[src/rtl/uart_transmitter_if.sv]
// uart_transmitter_if
//   Byte handshake between a producer and uart_transmitter.
//   DataIn   : byte to transmit (master -> slave)
//   Tx_valid : DataIn valid (master -> slave)
//   Tx_ready : transmitter idle and able to accept (slave -> master)
interface uart_transmitter_if;
  logic [7:0] DataIn;
  logic       Tx_valid;
  logic       Tx_ready;

  modport master (output DataIn, output Tx_valid, input  Tx_ready);
  modport slave  (input  DataIn, input  Tx_valid, output Tx_ready);
endinterface

[src/rtl/uart_transmitter.sv]
// uart_transmitter
//   Serial UART transmitter: start bit, D0..D7 LSB first, parity, stop bit(s).
//   Shares the BC baud-select encoding of the companion receiver and honours
//   its Mreset resend request (abort frame, guard period, resend last byte).
// Ports:
//   clk      : system clock (50 MHz)
//   reset    : synchronous, active-high reset
//   BC       : baud select, clocks/bit 001=217 010=109 011=72 100=36 else 434
//   tx_if    : byte handshake (DataIn, Tx_valid, Tx_ready)
//   Mreset   : resend request from the receiver
//   Tx_out   : registered serial line, idles high
//   Tx_done  : one-cycle pulse in the first IDLE cycle after the last stop bit
module uart_transmitter #(
  parameter int unsigned STOP_BITS  = 1,
  parameter bit          PARITY_ODD = 1'b0
) (
  input  logic                 clk,
  input  logic                 reset,
  input  logic [2:0]           BC,
  uart_transmitter_if.slave    tx_if,
  input  logic                 Mreset,
  output logic                 Tx_out,
  output logic                 Tx_done
);

  typedef enum logic [2:0] {
    S_IDLE, S_START, S_DATA, S_PARITY, S_STOP, S_GUARD
  } state_t;

  localparam logic LAST_STOP = (STOP_BITS == 2) ? 1'b1 : 1'b0;

  state_t     r_state, w_state_nxt;
  logic [8:0] r_cnt, w_cnt_nxt;
  logic [8:0] r_div, w_div_nxt;
  logic [2:0] r_bit_idx, w_bit_nxt;
  logic       r_stop_cnt, w_stop_nxt;
  logic [7:0] r_data, w_data_nxt;
  logic       r_have_byte, w_have_nxt;
  logic       r_tx_out, w_tx_nxt;
  logic       r_tx_done, w_done_nxt;
  logic       w_ready;
  logic [8:0] w_bc_div;
  logic       w_bit_end;
  logic       w_parity;

  always_comb begin
    case (BC)
      3'b001:  w_bc_div = 9'd217;
      3'b010:  w_bc_div = 9'd109;
      3'b011:  w_bc_div = 9'd72;
      3'b100:  w_bc_div = 9'd36;
      default: w_bc_div = 9'd434;
    endcase
  end

  assign w_bit_end = (r_cnt == (r_div - 9'd1));
  assign w_parity  = (^r_data) ^ PARITY_ODD;

  always_ff @(posedge clk) begin
    if (reset) begin
      r_state     <= S_IDLE;
      r_cnt       <= '0;
      r_div       <= 9'd434;
      r_bit_idx   <= '0;
      r_stop_cnt  <= 1'b0;
      r_data      <= '0;
      r_have_byte <= 1'b0;
      r_tx_out    <= 1'b1;
      r_tx_done   <= 1'b0;
    end else begin
      r_state     <= w_state_nxt;
      r_cnt       <= w_cnt_nxt;
      r_div       <= w_div_nxt;
      r_bit_idx   <= w_bit_nxt;
      r_stop_cnt  <= w_stop_nxt;
      r_data      <= w_data_nxt;
      r_have_byte <= w_have_nxt;
      r_tx_out    <= w_tx_nxt;
      r_tx_done   <= w_done_nxt;
    end
  end

  // Tx_out is computed for the next state and registered with it, so the
  // line value always lines up with the state that owns it.
  always_comb begin
    w_state_nxt = r_state;
    w_cnt_nxt   = r_cnt;
    w_div_nxt   = r_div;
    w_bit_nxt   = r_bit_idx;
    w_stop_nxt  = r_stop_cnt;
    w_data_nxt  = r_data;
    w_have_nxt  = r_have_byte;
    w_tx_nxt    = r_tx_out;
    w_done_nxt  = 1'b0;
    w_ready     = 1'b0;

    case (r_state)
      S_IDLE: begin
        w_tx_nxt = 1'b1;
        if (Mreset && r_have_byte) begin
          // Resend request wins over a new byte; ready stays low this cycle.
          w_state_nxt = S_GUARD;
          w_cnt_nxt   = '0;
        end else begin
          w_ready = 1'b1;
          if (tx_if.Tx_valid) begin
            w_state_nxt = S_START;
            w_data_nxt  = tx_if.DataIn;
            w_div_nxt   = w_bc_div;
            w_have_nxt  = 1'b1;
            w_cnt_nxt   = '0;
            w_tx_nxt    = 1'b0;
          end
        end
      end
      S_GUARD: begin
        w_tx_nxt = 1'b1;
        if (Mreset) begin
          w_cnt_nxt = '0;
        end else if (w_bit_end) begin
          w_state_nxt = S_START;
          w_cnt_nxt   = '0;
          w_tx_nxt    = 1'b0;
        end else begin
          w_cnt_nxt = r_cnt + 9'd1;
        end
      end
      S_START: begin
        if (w_bit_end) begin
          w_state_nxt = S_DATA;
          w_cnt_nxt   = '0;
          w_bit_nxt   = '0;
          w_tx_nxt    = r_data[0];
        end else begin
          w_cnt_nxt = r_cnt + 9'd1;
        end
      end
      S_DATA: begin
        if (w_bit_end) begin
          w_cnt_nxt = '0;
          if (r_bit_idx == 3'd7) begin
            w_state_nxt = S_PARITY;
            w_tx_nxt    = w_parity;
          end else begin
            w_bit_nxt = r_bit_idx + 3'd1;
            w_tx_nxt  = r_data[r_bit_idx + 3'd1];
          end
        end else begin
          w_cnt_nxt = r_cnt + 9'd1;
        end
      end
      S_PARITY: begin
        if (w_bit_end) begin
          w_state_nxt = S_STOP;
          w_cnt_nxt   = '0;
          w_stop_nxt  = 1'b0;
          w_tx_nxt    = 1'b1;
        end else begin
          w_cnt_nxt = r_cnt + 9'd1;
        end
      end
      S_STOP: begin
        if (w_bit_end) begin
          w_cnt_nxt = '0;
          if (r_stop_cnt == LAST_STOP) begin
            w_state_nxt = S_IDLE;
            w_stop_nxt  = 1'b0;
            w_done_nxt  = 1'b1;
          end else begin
            w_stop_nxt = 1'b1;
          end
        end else begin
          w_cnt_nxt = r_cnt + 9'd1;
        end
      end
      default: begin
        w_state_nxt = S_IDLE;
        w_tx_nxt    = 1'b1;
      end
    endcase

    // A resend request aborts any in-flight frame regardless of bit position.
    if (Mreset && (r_state inside {S_START, S_DATA, S_PARITY, S_STOP})) begin
      w_state_nxt = S_GUARD;
      w_cnt_nxt   = '0;
      w_bit_nxt   = '0;
      w_stop_nxt  = 1'b0;
      w_tx_nxt    = 1'b1;
      w_done_nxt  = 1'b0;
    end
  end

  assign tx_if.Tx_ready = w_ready;
  assign Tx_out         = r_tx_out;
  assign Tx_done        = r_tx_done;

endmodule

[src/flat_wrapper.sv]
// flat-port wrapper written by rule: the top's interface ports become plain ports
module uart_transmitter_flat 
#(
  parameter int unsigned STOP_BITS  = 1,
  parameter bit          PARITY_ODD = 1'b0
)
  (clk, reset, BC, Mreset, Tx_out, Tx_done, tx_if_DataIn, tx_if_Tx_valid, tx_if_Tx_ready);
  uart_transmitter_if tx_if_i ();
  input  logic clk;
  input  logic reset;
  input  logic [2:0] BC;
  input  logic Mreset;
  output logic Tx_out;
  output logic Tx_done;
  input wire logic [$bits(tx_if_i.DataIn)-1:0] tx_if_DataIn;
  input wire logic [$bits(tx_if_i.Tx_valid)-1:0] tx_if_Tx_valid;
  output wire logic [$bits(tx_if_i.Tx_ready)-1:0] tx_if_Tx_ready;
  assign tx_if_i.DataIn = tx_if_DataIn;
  assign tx_if_i.Tx_valid = tx_if_Tx_valid;
  assign tx_if_Tx_ready = tx_if_i.Tx_ready;
  uart_transmitter #(.STOP_BITS(STOP_BITS), .PARITY_ODD(PARITY_ODD)) u_core (.clk(clk), .reset(reset), .BC(BC), .tx_if(tx_if_i), .Mreset(Mreset), .Tx_out(Tx_out), .Tx_done(Tx_done));
endmodule
[config.mk]
export PLATFORM = sky130hd
export DESIGN_NAME = uart_transmitter_flat
export DESIGN_NICKNAME = d
export VERILOG_FILES = /design/src/rtl/uart_transmitter_if.sv /design/src/rtl/uart_transmitter.sv /design/src/flat_wrapper.sv
export SDC_FILE = /design/constraint.sdc
export NUM_CORES = 1
export LEC_CHECK = 0
export ABC_AREA = 1
export ABC_CLOCK_PERIOD_IN_PS = 2200
export BUFFER_PORTS_ARGS = -buffer_cell sky130_fd_sc_hd__buf_2
export CAP_MARGIN = 20
export CORE_ASPECT_RATIO = 1.2
export CORE_MARGIN = 4
export CORE_UTILIZATION = 45
export DETAILED_ROUTE_END_ITERATION = 16
export REMOVE_ABC_BUFFERS = 1
export SLEW_MARGIN = 20
export SYNTH_ARGS = -nofsm -noshare
export SYNTH_HDL_FRONTEND = slang
export SYNTH_SLANG_ARGS = --single-unit
[constraint.sdc]
create_clock -name clk -period 2.2 [get_ports clk]
set_clock_uncertainty 0.05 [all_clocks]
set_input_delay 0.44 -clock clk [delete_from_list [all_inputs] [get_ports clk]]
set_output_delay 0.44 -clock clk [all_outputs]
set_load 0.05 [all_outputs]
Word level (Yosys, flattened, before mapping)
Index checks and enable logic that the tools add are counted.

word-level totals
  flip-flop bits (word level) = 36
  input port bits = 15
  output and inout bits = 3
  logic and storage cells = 105

operators by class
  add/subtract/negate cells = 3
  magnitude comparators = 1
  equal/unequal tests = 30
  muxes and demuxes = 40
  bitwise logic cells = 3
  reduce and logical (&&, ||, !) cells = 18

operators by type and width
  kind                   count
  $mux W3                14
  $mux W9                4
  $pmux W9 S4            1
  $pmux W9 S3            1
  $ne A3 B2 Y1 const B   7
  $pmux W3 S6            1
  $reduce_and A9 Y1      2
  $mux W1                15
  $eq A3 B2 Y1 const B   4
  $eq A3 B3 Y1 const B   4
  $ne A2 B1 Y1 const B   6
  $add A9 B1 Y9 const B  1
  $eq A9 B9 Y1           1
  $sub A9 B1 Y9 const B  1
  $reduce_and A4 Y1      2
  $reduce_or A4 Y1       2
  $reduce_xor A8 Y1      1
  $eq A3 B1 Y1 const B   2
  $ne A2 B2 Y1 const B   3
  $pmux W1 S6            1
  $pmux W3 S2            1
  $reduce_and A3 Y1      2
  $lt A3 B4 Y1 const B   1
  $ne A4 B2 Y1 const B   1
  13 further kinds       17

Depth between registers and ports, before layout
  depth in word-level cells = 6
  mapped depth = 17
  gate-level depth less buffers = 17

Least setup slack after synthesis
Ideal clock, no wire load.

  path type = input-to-reg
  start = input port Mreset
  end = register u_core.r_cnt[2]
  data arrival time = 1.959 ns
  data required time = 2.033 ns
  slack = 0.074 ns
  stages on the path = 9
  buffers on the path = 0
  cells stage by stage = nand2_1 > inv_1 > nor2_1 > nand2_2 > nand2_1 > inv_1 > nand2_1 > xor2_1 > nor2_1

between the ends
  cells in the longest elaborated chain, start to end = 3

ends and longest elaborated chain
  what                                                     RTL line                 source
  from (decl)                                              flat_wrapper.sv:12       input logic Mreset;
  $logic_and A1 B1 Y1                                      uart_transmitter.sv:100  if (Mreset && r_have_byte) begin
  $mux W9 / $ne A3 B2 Y1 (equally long branches)           n/a
  $pmux W9 S3 / $reduce_and A2 Y1 (equally long branches)  n/a
  to (signal assigned)                                     uart_transmitter.sv:72   r_cnt <= w_cnt_nxt;
  to (decl)                                                uart_transmitter.sv:33   logic [8:0] r_cnt, w_cnt_nxt;

Parallel ways exist; a longest one is shown, timed or not.
A chain may end at the register's enable or synchronous reset.

Worst setup path in the final report
  start = register u_core.r_div[0]
  end = register u_core.r_bit_idx[0]

between the ends
  cells in the longest elaborated chain, start to end = 4

ends and longest elaborated chain
  what                                  RTL line                source
  from (decl)                           uart_transmitter.sv:34  logic [8:0] r_div, w_div_nxt;
  from (signal assigned)                uart_transmitter.sv:73  r_div <= w_div_nxt;
  $sub A9 B1 Y9 *                       uart_transmitter.sv:56  assign w_bit_end = (r_cnt == (r_div - 9'd1));
  $eq A9 B9 Y1 *                        uart_transmitter.sv:56
  $ne A2 B1 Y1 (no source line)         n/a
  $reduce_and A4 Y1 (no source line) *  n/a
  to (signal assigned)                  uart_transmitter.sv:74  r_bit_idx <= w_bit_nxt;
  to (decl)                             uart_transmitter.sv:35  logic [2:0] r_bit_idx, w_bit_nxt;

Every way passes the cells marked *; elsewhere a longest branch is shown, timed or not.

==> impl_metrics.yaml <==
outcome:
  status: "finished, final reports clean"
power_and_ir_drop:
  pwr_density_cell_mw_per_mm2: 1096
  cellLeakagePower_uw: 0.001106
  report.power.total_uw: 2731
  vdd.ir_drop.worst_v: 0.0006838
sta:
  post-route-min-period_ns: 2.027
  report.final.setup_viol: 0
  final.period_utilization_pct: 92.11
  setup_repair_after_global_routing_missed_its_margin: "yes"
  achievable-frequency_mhz: 493.5
  post-route-worst-setup-slack_ns: 0.1735
  finalHoldViolations: 0
  slew-limit-headroom_pct: 72.91
  worstMarginPinSlew_ns: 0.4021
  timing_max_transition_violations_final: 0
placement:
  post-place-ws_ns: 0.1650
  place_hpwl_microns: 3853
  place.port_buffers: 17
  dpl_cell_area_sq_mm: 0.002315
  place_congestion: 0.9007
worst_setup_path:
  critical_path.cell_chain: "clkinv_4, ha_4, nand2_2, inv_1, nor2_1, nand2_1, nor2_2, nand3_2, nor2_4, nand3_4, buf_6, nor2_4, inv_2, a21oi_2, nor2_1"
  worst_r2r_startpoint: "u_core.r_div[0]"
  crit_type: "flop to flop"
  cp_required_ns: 2.33
  crit_path_max_incr_delay_ns: 0.36
  critical_path_buf_inv_count: 4
  cp.arrival_ns: 2.16
  setup.worst_path.start_class: "flop"
  critical_path.endpoint_type: "flop"
  timing.rr.end: "u_core.r_bit_idx[0]"
  timing.critical_path.fanout_max: 5
  critPathTopFamily: "simple AND/OR/NAND/NOR gates"
  worst-r2r-setup-slack_ns: 0.17
  r2r.worst_path.cells: 15
  cpMaxStageDelayCell: "dfxtp_2"
finish:
  synthToLayoutAreaGrowth_pct: 17.04
  final_area_sq_mm: 0.002492
  final_net_count: 388
  diodes: 0
  drive_gt1_share_pct: 19.73
synth:
  synthesis.instances: 337
  synth-xor-area-share_pct: 7.403
  yosys_register_bits: 32
  yosysWarnings: 0
  syn-cell-area_sq_mm: 0.002130
  synth_top_cell_area_share_pct: 30.08
  synth_top_family_by_area: "simple AND/OR/NAND/NOR gates"
  area_fraction_in_compound_gates_after_synthesis_pct: 13.10
  yosys.area.top_type: "dfxtp_1"
  synth.top_cells.by_area: "dfxtp_1, nand2_1, nor2_1, inv_1, nand3_1"
  muxShareOfSynthArea_pct: 0
  synth_fa_ha_area_share_pct: 2.350
  synth_simple_gate_area_share_pct: 39.01
  syn-mean-instance-area_sq_um: 6.319
  synth-seq-area-share_pct: 30.08
  synth.distinct_cells: 26
route:
  vias: 2098
  detailedRoute.firstIterationViolations: 131
  drt-total-wl_microns: 4971
  detail_route.vias_per_cell: 4.902
  drc: 0
  first_pass_iters: 4
  postRouteAntennaNets: 0
  routedWlPerCell_microns: 11.61
die:
  num_rows: 27
  die_height_microns: 83.36
  start_util_pct: 46.35
  die_x_microns: 70.80
  io_pins: 18
  die_area_sq_mm: 0.005902
  placeableCoreArea_sq_mm: 0.004594
global_routing:
  initial_antenna_violation_count: 0
  grt_overflow_total: 0
  grt_start_max_net_pins: 14
  global_route.usage.total_pct: 17.33
  grt_pass1_wl_microns: 8369
  first_global_vias: 1873
hold_path:
  hold_path_depth: 2
  timing.hold.worst.class: "input port to flop"
  worstHoldStart: "reset"
  worst_hold_path.endpoint: "u_core.r_have_byte"
clocking:
  cts_max_path_buffers: 2
  total_clock_sinks: 32
  cts_max_level: 2
  clock_tree_from_tritoncts: "yes"
  clkLatencyLatePin_ns: 0.28
  numCtsBuffers: 5
  clk_pin_slew_worst_paths_ns: 0.07
  postCtsHoldBufs: 0
  clk_root_buffer_cell: "clkbuf_8"
flow_run:
  maxCapViolations: 0
[cell usage in the layout, fill, tap and decap left out]
cell type / instances
ha_4: 1
nor2_2: 4
a21boi_1: 1
a211oi_1: 1
xnor2_1: 9
inv_2: 6
buf_2: 17
xor2_1: 9
nand2_2: 13
buf_6: 1
ha_1: 3
nand2_1: 80
a21oi_2: 1
clkbuf_8: 6
nor3_1: 4
nand3_2: 3
inv_1: 34
nor2_4: 4
clkinv_4: 1
nor2_1: 55
nand3_1: 21
nand3_4: 1
o211ai_1: 6
o21ai_0: 21
dfxtp_1: 30
o21ai_1: 3
buf_4: 10
o21ai_2: 1
a21oi_1: 17
nand4_1: 2
clkinv_2: 2
dfxtp_2: 2
nand3b_1: 1
[cell usage after synthesis, drive strengths merged]
cell type  instances
ha                 4
inv               41
nand2             93
buf                2
nand4              2
o21ai             25
nand3b             1
xnor2              9
a211oi             1
nor3               4
xor2               9
nand3             24
clkbuf             2
a21boi             1
o211ai             6
dfxtp             32
nor2              63
a21oi             18
[metal layers]
metal  vias to the layer above  part of all wire, %  track usage, %
met3                         9                  2.7           3.753
met2                        34                   49           29.54
met4                         0                  1.8           5.641
li1                       1137                    -               -
met1                       918                   46           21.33
met5                         -                    0               0
[cell type report]
type	count	area (sq um)
fill	499	2102
multi-input combinational	261	1354
sequential	32	643.1
timing repair buffer	28	171.4
inverter	41	158.9
clock buffer	6	82.58
tap	58	72.57
clock inverter	2	10.01
[flip-flops by register name (all words and copies together) (netlist names)]
name / flops
u_core.r_have_byte: 1
u_core.r_div: 6
u_core.r_data: 8
u_core.r_cnt: 9
u_core.r_state: 3
u_core.r_bit_idx: 3
u_core.Tx_out: 1
u_core.Tx_done: 1
[how the worst max path moves through the flow]
stage / start / to / slack [ns] / cells after the start
finish: u_core.r_div[0] / u_core.r_bit_idx[0] / 0.17 / 15
floorplan: Mreset / u_core.r_cnt[5] / 0.07 / 9
global placement: u_core.r_div[0] / u_core.Tx_out / 0.21 / 14
CTS: u_core.r_div[0] / u_core.Tx_out / 0.14 / 14
detailed placement: u_core.r_div[0] / u_core.Tx_out / 0.16 / 14
global route: u_core.r_div[1] / u_core.r_bit_idx[0] / -0.04 / 15
[where the power goes]
part	leakage (uW)	internal, uW	switching (uW)
combinational	0.000794	526	906
clock	0.0000510	249	222
sequential	0.000262	702	125
[cells by family (layout without fill, tap and decap cells)]
group	after synthesis	in the layout
AOI/OAI and AO/OA	51	51
and+or+nand+nor	187	188
DFF	32	32
buffers and inverters	45	77
xor gates and xnor gates	18	18
adders and majority gates	4	4
[what timing repair did]
action | 4_1_cts | 5_1_grt
setup endpoints to repair | 0 | 13
buffers inserted | 0 | 5
gates resized for setup | 0 | 11
[through the flow]
step                      setup TNS (ns)  utilization, %  std cells  hold WS, ns
final                                  0           54.25        428       0.3334
after floorplan                        0               -        333       0.3902
after detailed placement               0           50.38        414       0.4054
after global placement                 0           50.38        414       0.4054
after CTS                              0           52.40        422       0.3326
after global routing            -0.07147           54.25        428       0.3311
Power figures use the tool's default switching activity.
